File: src/rtl/e203_tohost_icb_slave_if.sv
// ICB bus bundle for the tohost slave: one command channel and one response
// channel. The master modport drives commands and accepts responses. The
// slave modport accepts commands and drives responses.
interface e203_tohost_icb_slave_if;
  logic        icb_cmd_valid;
  logic        icb_cmd_ready;
  logic [31:0] icb_cmd_addr;
  logic        icb_cmd_read;
  logic [31:0] icb_cmd_wdata;
  logic [3:0]  icb_cmd_wmask;
  logic        icb_rsp_valid;
  logic        icb_rsp_ready;
  logic [31:0] icb_rsp_rdata;
  logic        icb_rsp_err;

  modport master (
    output icb_cmd_valid, icb_cmd_addr, icb_cmd_read, icb_cmd_wdata, icb_cmd_wmask,
    output icb_rsp_ready,
    input  icb_cmd_ready, icb_rsp_valid, icb_rsp_rdata, icb_rsp_err
  );

  modport slave (
    input  icb_cmd_valid, icb_cmd_addr, icb_cmd_read, icb_cmd_wdata, icb_cmd_wmask,
    input  icb_rsp_ready,
    output icb_cmd_ready, icb_rsp_valid, icb_rsp_rdata, icb_rsp_err
  );
endinterface

File: src/rtl/e203_tohost_icb_slave.sv
// Tohost test-completion slave on an ICB port.
// The slave exposes a 16-byte register window at BASE_ADDR:
//   +0x0 TOHOST   (R/W)  a write with bit0=1 ends the test
//   +0x4 FROMHOST (R/W)  scratch register
//   +0x8 STATUS   (RO)   {30'b0, test_pass, test_done}
//   +0xC CYCLE    (RO)   free-running cycle counter
// The first completing TOHOST write sets test_done, test_pass, test_code and
// done_cycle. These values then stay frozen until reset.
// Optional feature: define E203_TOHOST_CYCLE_CNT_EN to build the cycle
// counter. When it is undefined, CYCLE reads 0 and done_cycle is tied to 0.
module e203_tohost_icb_slave #(
  parameter logic [31:0] BASE_ADDR = 32'h1000_0000
) (
  input  logic                   clk,
  input  logic                   rst,
  e203_tohost_icb_slave_if.slave icb,
  output logic                   test_done,
  output logic                   test_pass,
  output logic [30:0]            test_code,
  output logic [31:0]            wr_count,
  output logic [31:0]            done_cycle
);

  typedef enum logic {
    IDLE = 1'b0,
    RSP  = 1'b1
  } state_t;

  typedef enum logic [1:0] {
    REG_TOHOST   = 2'd0,
    REG_FROMHOST = 2'd1,
    REG_STATUS   = 2'd2,
    REG_CYCLE    = 2'd3
  } reg_sel_t;

  // Merges write data into a register, one byte per mask bit.
  function automatic logic [31:0] merge_bytes(input logic [31:0] old_val,
                                              input logic [31:0] wdata,
                                              input logic [3:0]  wmask);
    logic [31:0] res;
    res = old_val;
    for (int b = 0; b < 4; b++) begin
      if (wmask[b]) res[b*8 +: 8] = wdata[b*8 +: 8];
    end
    return res;
  endfunction

  state_t      state_q, state_d;
  logic        cmd_accept;
  logic        in_window;
  reg_sel_t    reg_sel;
  logic [31:0] rd_data;
  logic [31:0] cycle_val;
  logic        wr_en;
  logic        tohost_we;
  logic        fromhost_we;
  logic [31:0] tohost_q;
  logic [31:0] fromhost_q;
  logic [31:0] tohost_merged;
  logic        complete;
  logic        rsp_err_q;
  logic [31:0] rsp_rdata_q;

  // The sub-word byte offset does not affect the register selection.
  logic        addr_lsb_unused;
  assign addr_lsb_unused = ^icb.icb_cmd_addr[1:0];

  // ------------------------------------------------------------------
  // Handshake
  // ------------------------------------------------------------------
  // A new command can be taken in two cases: no response is pending, or the
  // pending response retires in this cycle. The rst gate holds ready low
  // while the block is in reset.
  assign icb.icb_cmd_ready = ~rst & ((state_q == IDLE) | icb.icb_rsp_ready);
  assign cmd_accept        = icb.icb_cmd_valid & icb.icb_cmd_ready;
  assign icb.icb_rsp_valid = (state_q == RSP);
  assign icb.icb_rsp_rdata = rsp_rdata_q;
  assign icb.icb_rsp_err   = rsp_err_q;

  // State register: at most one response outstanding.
  // NOTE: reset is asynchronous. A pending response disappears as soon as
  // rst rises, without waiting for a clock edge.
  always_ff @(posedge clk or posedge rst) begin
    if (rst) begin
      state_q <= IDLE;
    end else begin
      // NOTE: sequential state uses non-blocking assignments so every
      // flop samples values from before the edge.
      state_q <= state_d;
    end
  end

  // Next-state logic: the state goes back to IDLE only when the response
  // retires and no new command replaces it.
  always_comb begin
    // NOTE: the default assignment comes first, so no path leaves state_d
    // unassigned and no latch is inferred.
    state_d = state_q;
    case (state_q)
      IDLE: if (cmd_accept) state_d = RSP;
      RSP: begin
        if (cmd_accept)             state_d = RSP;
        else if (icb.icb_rsp_ready) state_d = IDLE;
      end
      default: state_d = IDLE;
    endcase
  end

  // ------------------------------------------------------------------
  // Address decode and read mux
  // ------------------------------------------------------------------
  assign in_window = (icb.icb_cmd_addr[31:4] == BASE_ADDR[31:4]);
  assign reg_sel   = reg_sel_t'(icb.icb_cmd_addr[3:2]);

  // Read mux: returns the register values from before any write in this
  // same cycle.
  always_comb begin
    rd_data = '0;
    case (reg_sel)
      REG_TOHOST:   rd_data = tohost_q;
      REG_FROMHOST: rd_data = fromhost_q;
      REG_STATUS:   rd_data = {30'b0, test_pass, test_done};
      REG_CYCLE:    rd_data = cycle_val;
      default:      rd_data = '0;
    endcase
  end

  // Response payload register: it loads only when a command is accepted, so
  // it holds steady while the master stalls the response.
  always_ff @(posedge clk or posedge rst) begin
    if (rst) begin
      rsp_rdata_q <= '0;
      rsp_err_q   <= 1'b0;
    end else if (cmd_accept) begin
      rsp_err_q   <= ~in_window;
      rsp_rdata_q <= (icb.icb_cmd_read && in_window) ? rd_data : 32'h0;
    end
  end

  // ------------------------------------------------------------------
  // Writable registers
  // ------------------------------------------------------------------
  assign wr_en         = cmd_accept & ~icb.icb_cmd_read & in_window;
  assign tohost_we     = wr_en & (reg_sel == REG_TOHOST);
  assign fromhost_we   = wr_en & (reg_sel == REG_FROMHOST);
  assign tohost_merged = merge_bytes(tohost_q, icb.icb_cmd_wdata, icb.icb_cmd_wmask);
  assign complete      = tohost_we & ~test_done & tohost_merged[0];

  // TOHOST, FROMHOST and the TOHOST write counter. The counter also counts
  // writes with an empty mask and writes that arrive after completion.
  always_ff @(posedge clk or posedge rst) begin
    if (rst) begin
      tohost_q   <= '0;
      fromhost_q <= '0;
      wr_count   <= '0;
    end else begin
      if (tohost_we) begin
        tohost_q <= tohost_merged;
        wr_count <= wr_count + 32'd1;
      end
      if (fromhost_we) begin
        fromhost_q <= merge_bytes(fromhost_q, icb.icb_cmd_wdata, icb.icb_cmd_wmask);
      end
    end
  end

  // Completion capture: the first TOHOST value with bit0=1 wins. Later
  // completing writes are ignored until reset.
  always_ff @(posedge clk or posedge rst) begin
    if (rst) begin
      test_done <= 1'b0;
      test_pass <= 1'b0;
      test_code <= '0;
    end else if (complete) begin
      test_done <= 1'b1;
      test_pass <= (tohost_merged == 32'h1);
      test_code <= tohost_merged[31:1];
    end
  end

  // ------------------------------------------------------------------
  // Optional cycle counter
  // ------------------------------------------------------------------
`ifdef E203_TOHOST_CYCLE_CNT_EN
  logic [31:0] cycle_cnt;

  // Free-running cycle counter that wraps at 32 bits.
  always_ff @(posedge clk or posedge rst) begin
    if (rst) cycle_cnt <= '0;
    else     cycle_cnt <= cycle_cnt + 32'd1;
  end

  assign cycle_val = cycle_cnt;

  // done_cycle holds the counter value from the cycle in which the
  // completing write is accepted.
  always_ff @(posedge clk or posedge rst) begin
    if (rst)           done_cycle <= '0;
    else if (complete) done_cycle <= cycle_cnt;
  end
`else
  assign cycle_val  = '0;
  assign done_cycle = '0;
`endif

endmodule

File: src/flat_wrapper.sv
// flat-port wrapper written by rule: the top's interface ports become plain ports
module e203_tohost_icb_slave_flat 
#(
  parameter logic [31:0] BASE_ADDR = 32'h1000_0000
)
  (clk, rst, test_done, test_pass, test_code, wr_count, done_cycle, icb_icb_cmd_valid, icb_icb_cmd_addr, icb_icb_cmd_read, icb_icb_cmd_wdata, icb_icb_cmd_wmask, icb_icb_rsp_ready, icb_icb_cmd_ready, icb_icb_rsp_valid, icb_icb_rsp_rdata, icb_icb_rsp_err);
  e203_tohost_icb_slave_if icb_i ();
  input  logic clk;
  input  logic rst;
  output logic test_done;
  output logic test_pass;
  output logic [30:0] test_code;
  output logic [31:0] wr_count;
  output logic [31:0] done_cycle;
  input wire logic [$bits(icb_i.icb_cmd_valid)-1:0] icb_icb_cmd_valid;
  input wire logic [$bits(icb_i.icb_cmd_addr)-1:0] icb_icb_cmd_addr;
  input wire logic [$bits(icb_i.icb_cmd_read)-1:0] icb_icb_cmd_read;
  input wire logic [$bits(icb_i.icb_cmd_wdata)-1:0] icb_icb_cmd_wdata;
  input wire logic [$bits(icb_i.icb_cmd_wmask)-1:0] icb_icb_cmd_wmask;
  input wire logic [$bits(icb_i.icb_rsp_ready)-1:0] icb_icb_rsp_ready;
  output wire logic [$bits(icb_i.icb_cmd_ready)-1:0] icb_icb_cmd_ready;
  output wire logic [$bits(icb_i.icb_rsp_valid)-1:0] icb_icb_rsp_valid;
  output wire logic [$bits(icb_i.icb_rsp_rdata)-1:0] icb_icb_rsp_rdata;
  output wire logic [$bits(icb_i.icb_rsp_err)-1:0] icb_icb_rsp_err;
  assign icb_i.icb_cmd_valid = icb_icb_cmd_valid;
  assign icb_i.icb_cmd_addr = icb_icb_cmd_addr;
  assign icb_i.icb_cmd_read = icb_icb_cmd_read;
  assign icb_i.icb_cmd_wdata = icb_icb_cmd_wdata;
  assign icb_i.icb_cmd_wmask = icb_icb_cmd_wmask;
  assign icb_i.icb_rsp_ready = icb_icb_rsp_ready;
  assign icb_icb_cmd_ready = icb_i.icb_cmd_ready;
  assign icb_icb_rsp_valid = icb_i.icb_rsp_valid;
  assign icb_icb_rsp_rdata = icb_i.icb_rsp_rdata;
  assign icb_icb_rsp_err = icb_i.icb_rsp_err;
  e203_tohost_icb_slave #(.BASE_ADDR(BASE_ADDR)) u_core (.clk(clk), .rst(rst), .icb(icb_i), .test_done(test_done), .test_pass(test_pass), .test_code(test_code), .wr_count(wr_count), .done_cycle(done_cycle));
endmodule
File: config.mk
export PLATFORM = sky130hd
export DESIGN_NAME = e203_tohost_icb_slave_flat
export DESIGN_NICKNAME = d
export VERILOG_FILES = /design/src/rtl/e203_tohost_icb_slave_if.sv /design/src/rtl/e203_tohost_icb_slave.sv /design/src/flat_wrapper.sv
export SDC_FILE = /design/constraint.sdc
export NUM_CORES = 1
export LEC_CHECK = 0
export ABC_AREA = 0
export CAP_MARGIN = 25
export CORE_AREA = 10 10 141 143
export DETAILED_ROUTE_END_ITERATION = 8
export DIE_AREA = 0 0 151 153
export GPL_TIMING_DRIVEN = 1
export PLACE_DENSITY = 0.72
export SLEW_MARGIN = 20
export SYNTH_ARGS = -nofsm -noshare
export SYNTH_HDL_FRONTEND = slang
export SYNTH_SLANG_ARGS = --single-unit
File: constraint.sdc
create_clock -name clk -period 7.4 [get_ports clk]
set_clock_uncertainty 0.15 [all_clocks]
set_input_delay 0.74 -clock clk [delete_from_list [all_inputs] [get_ports clk]]
set_output_delay 0.74 -clock clk [all_outputs]
set_load 0.02 [all_outputs]
======== After elaboration in Yosys (flattened, before gate mapping) ========
Index checks and enable logic that the tools add are counted.
cells by class
  multiplexer cells ....................... 10
  reduce and logical (&&, ||, !) cells .... 6
  eq/ne operators ......................... 5
  add/sub/neg operators ................... 1
  bitwise gates (word level) .............. 14
operators with widths
  cell                     count
  $pmux W32 S4             1
  $add A32 B1 Y32 const B  1
  $eq A32 B1 Y1 const B    1
  $mux W32                 1
  $mux W8                  4
  $eq A28 B25 Y1 const B   1
  $and A1 B1 Y1            8
  $reduce_and A2 Y1        4
  $not A1 Y1               5
  $eq A2 B2 Y1 const B     2
  $mux W1                  3
  $eq A2 B1 Y1 const B     1
  $logic_not A2 Y1         1
  $pmux W1 S2              1
  $logic_and A1 B1 Y1      1
  $or A1 B1 Y1             1
storage, ports and cells
  register bits ........................... 163
  output and inout port bits .............. 132

======== Logic depth before layout (Yosys ltp) ========
  depth in word-level cells ............... 9
  mapped depth ............................ 7
  depth with buffers taken out ............ 6

======== Worst setup path before layout ========
No wires, ideal clock.
  path kind ............................... input to register
  start point ............................. in icb_icb_cmd_addr[18]
  end point ............................... reg u_core.tohost_q[29]
  cell stages on the path ................. 6
  slack ................................... 4.523 ns
  setup time .............................. 0.125 ns
  buffers on the path ..................... 1
  arrival ................................. 2.602 ns
  data required time ...................... 7.125 ns
  cell sequence ........................... or4_1 -> or3_4 -> nor4b_4 -> buf_6 -> nand2_8 -> mux2_4
on the way
  longest elaborated chain between the ends .. 3
RTL lines
  what                  RTL line                      RTL
  from (decl)           flat_wrapper.sv:16            input wire logic [$bits(icb_i.icb_cmd_addr)-1:0] icb_icb_cmd_addr;
  $eq A28 B25 Y1        e203_tohost_icb_slave.sv:112  assign in_window = (icb.icb_cmd_addr[31:4] == BASE_ADDR[31:4]);
  $and A1 B1 Y1         e203_tohost_icb_slave.sv:143  assign wr_en = cmd_accept & ~icb.icb_cmd_read & in_window;
  $and A1 B1 Y1         e203_tohost_icb_slave.sv:144  assign tohost_we = wr_en & (reg_sel == REG_TOHOST);
  to (signal assigned)  e203_tohost_icb_slave.sv:158  tohost_q <= tohost_merged;
  to (decl)             e203_tohost_icb_slave.sv:57   logic [31:0] tohost_q;
Every way passes these cells.
A chain may end at the register's enable or synchronous reset.

======== Worst setup path in the final report ========
  start point ............................. in rst
  end point ............................... reg u_core.test_code[24]
on the way
  longest elaborated chain between the ends .. 8
RTL lines
  what                        RTL line                      RTL
  from (decl)                 flat_wrapper.sv:9             input logic rst;
  $not A1 Y1                  e203_tohost_icb_slave.sv:74   assign icb.icb_cmd_ready = ~rst & ((state_q == IDLE) | icb.icb_rsp_ready);
  $and A1 B1 Y1               e203_tohost_icb_slave.sv:74
  $and A1 B1 Y1               e203_tohost_icb_slave.sv:75   assign cmd_accept = icb.icb_cmd_valid & icb.icb_cmd_ready;
  $and A1 B1 Y1 (2 in a row)  e203_tohost_icb_slave.sv:143
  $and A1 B1 Y1               e203_tohost_icb_slave.sv:144
  $and A1 B1 Y1 (2 in a row)  e203_tohost_icb_slave.sv:147  assign complete = tohost_we & ~test_done & tohost_merged[0];
  to (signal assigned)        e203_tohost_icb_slave.sv:177  test_code <= tohost_merged[31:1];
  to (decl)                   e203_tohost_icb_slave.sv:19   output logic [30:0] test_code,
Every way passes these cells.

==> reports/results.ini <==
[timing]
min_period_ps=3750
setup_tns_ps=0
slew_violations=0
finalSetupViolCount=0
worstMarginPinSlew_ps=1000
rsz0062_at_grt=no
final_hold_viol_count=0
clock.fmax_mhz=266
relSlewSlack_pct=33.0
fin_crit_sh_pct=50.7

[critical_path]
critPathLaunch=rst
crit_arrival_ps=3930
crit_path_end_kind=flip-flop
ff2ff_setup_slack_ps=4240
r2r-start=u_core.icb.icb_rsp_valid
worstSetupPathType=input port to flip-flop
crit_fanout=37
cp.required_ps=7580
crit_path_start_kind=input port
worstRegToRegCells=7

[clock_tree]
cts_tree=yes
postCtsHoldBufs=0
cts_setup_buffers=0
clkSlewWorstSetupHoldPaths_ps=60
ctsRootBufferMaster=clkbuf_16
clockBufferDepth=2
clock_latency_ps=420
cts_max_level=4
numClockSinks=163
cts_made_buffers=17
post_cts_resized=0

[route]
route.detailed.drc=0
viasPerCell=5.36
wire_per_inst_um=20.3
drtIter0Drc=332
postRouteAntennaNets=0
drt_wl_total_mm=21.3
first_pass_iters=4
vias=5623

[layout]
area_delta_synth_final_pct=32.8
fillers=1399
drive_gt1_share_pct=14.3
nNetsFinal=886
final_cells=1050
antenna_cells=0
utilization_pct=58.6

[synthesis]
syn_area_sq_mm=0.00753
synthFlopType=dfrtp_1
synthTopCellsByArea=dfrtp_1 (54%), mux2_2 (9.0%), mux2i_1 (8.6%)
yosysTopAreaCellShare_pct=54.2
ys_ff_latch=163
syn_inst=643
synth-edff-count=0
syn_area_per_cell_sq_um=11.7
synth_async_sr_flop_share_pct=100
synth_cell_types=41
synth_top_area_cell=dfrtp_1
ys_seq_area_share_pct=54.2
yosys_warnings=0

[floorplanning]
fp-row-count=48
initial_core_util_pct=44.2
design.core.area_sq_mm=0.0171
die_x_um=151
io-pin-count=205
die_h_um=153
die_area_sq_mm=0.0231

[grt]
overflow=0
antenna_found_initial=1
grt.total_usage_pct=18.4
grt_pass1_vias=6101
grt_pass1_wl_mm=33.9
grt_max_degree=94

[place]
dpl.hpwl_mm=14.8
place_congestion=0.897
dpl.cell_count=1018
portBuffers=170

[worst_hold_path]
hp-start=u_core.icb.icb_rsp_rdata[12]
hp-class=flip-flop to flip-flop
holdPathStages=2

[power]
p_leak_nw=4.56
irDropWorstVdd_uv=155
p_total_mw=2.00
p_per_area_mw_per_mm2=200

[outcome]
status=finished clean

[job]
drv_cap=0

synth_stat cells, drive strengths merged (2+ instances only):
cell type,instances
a21oi,5
and3,11
buf,37
clkbuf,23
dfrtp,163
inv,3
mux2,64
mux2i,65
nand2,60
nand2b,2
nand3,17
nand4,12
nor2,10
nor2b,3
nor3,6
nor4,19
nor4b,2
o21ai,98
or4,2
xnor2,30
placed cells by master (no fill, tap or decap), types with 3 or more instances in the layout:
| cell type | n |
|---|---|
| clkdlybuf4s50_1 | 169 |
| dfrtp_1 | 163 |
| o21ai_0 | 95 |
| mux2i_1 | 65 |
| mux2_2 | 60 |
| nand2_1 | 51 |
| conb_1 | 32 |
| xnor2_1 | 30 |
| nand3_1 | 17 |
| clkbuf_16 | 17 |
| nor4_1 | 16 |
| nand4_1 | 12 |
| and3_1 | 11 |
| nor2_1 | 10 |
| buf_4 | 9 |
| nor3_1 | 6 |
| nand2_2 | 5 |
| a21oi_1 | 5 |
| bufinv_16 | 5 |
| nand2_8 | 4 |
| nor2b_1 | 3 |
| inv_6 | 3 |
| o21ai_1 | 3 |
state kept, by name (all words and copies together) (netlist names):
| signal | cells |
|---|---|
| u_core.fromhost_q | 32 |
| u_core.wr_count | 32 |
| u_core.test_code | 31 |
| u_core.icb.icb_rsp_err | 1 |
| u_core.icb.icb_rsp_valid | 1 |
| u_core.tohost_q | 32 |
| u_core.icb.icb_rsp_rdata | 32 |
| u_core.test_done | 1 |
| u_core.test_pass | 1 |
power breakdown:
part           internal, mW  total [mW]  switching [mW]
Sequential            0.892       0.892        0.000358
Combinational        0.0495       0.126          0.0762
Clock                 0.619       0.981           0.362
Total                  1.56        2.00           0.439
worst paths after layout:
check / to
min in group asynchronous: u_core.test_code[2]
min: u_core.icb.icb_rsp_rdata[12]
max: u_core.test_code[24]
min reg2reg: u_core.icb.icb_rsp_rdata[12]
max in group asynchronous: u_core.fromhost_q[1]
max reg2reg: u_core.test_code[24]
layout make-up:
cell class                 count  area (sq um)  share of cell area (%)
clock buffer                  20           457                    4.57
clock inverter                12           201                    2.01
inverter                       3          16.3                   0.163
multi-input combinational    448          3200                    32.0
sequential                   163          4080                    40.8
tap                          225           282                    2.82
timing repair buffer         179          1760                    17.6
kinds of logic after synthesis:
kind of cell | after synthesis | synth area share (%)
compound gates | 105 | 7.04
xor+xnor | 31 | 3.61
fa+ha+maj | 1 | 0.166
buf+inv | 63 | 4.93
flops | 163 | 54.2
mux | 129 | 18.3
other cells | 1 | 0.0498
simple gates | 150 | 11.7
metrics by stage:
step | worst slack, ps | hold slack [ps] | instance area, sq um
global placement | 3340 | 321 | 9330
finish | 3650 | 330 | 10000
detailed placement | 3230 | 321 | 9340
floorplan | 2110 | 314 | 7650
CTS | 3660 | 336 | 10000
global route | 3430 | 364 | 10000
per-layer routing:
metal / share of wire (%) / vias to the layer above / global-route usage (%)
met5: 0.056 / - / 0
met3: 7.9 / 16 / 5.79
li1: - / 2566 / -
met1: 43 / 2840 / 22.5
met4: 0.81 / 2 / 4.63
met2: 49 / 199 / 30.8
worst max-delay path, stage by stage:
cell and delay, ps:
clkdlybuf4s50_1 540, nor2b_1 240, nand2_2 590, nor4b_4 450
buf_4 380, nand2_1 380, buf_4 350, o21ai_0 220
(Power assumes the default switching activity.)
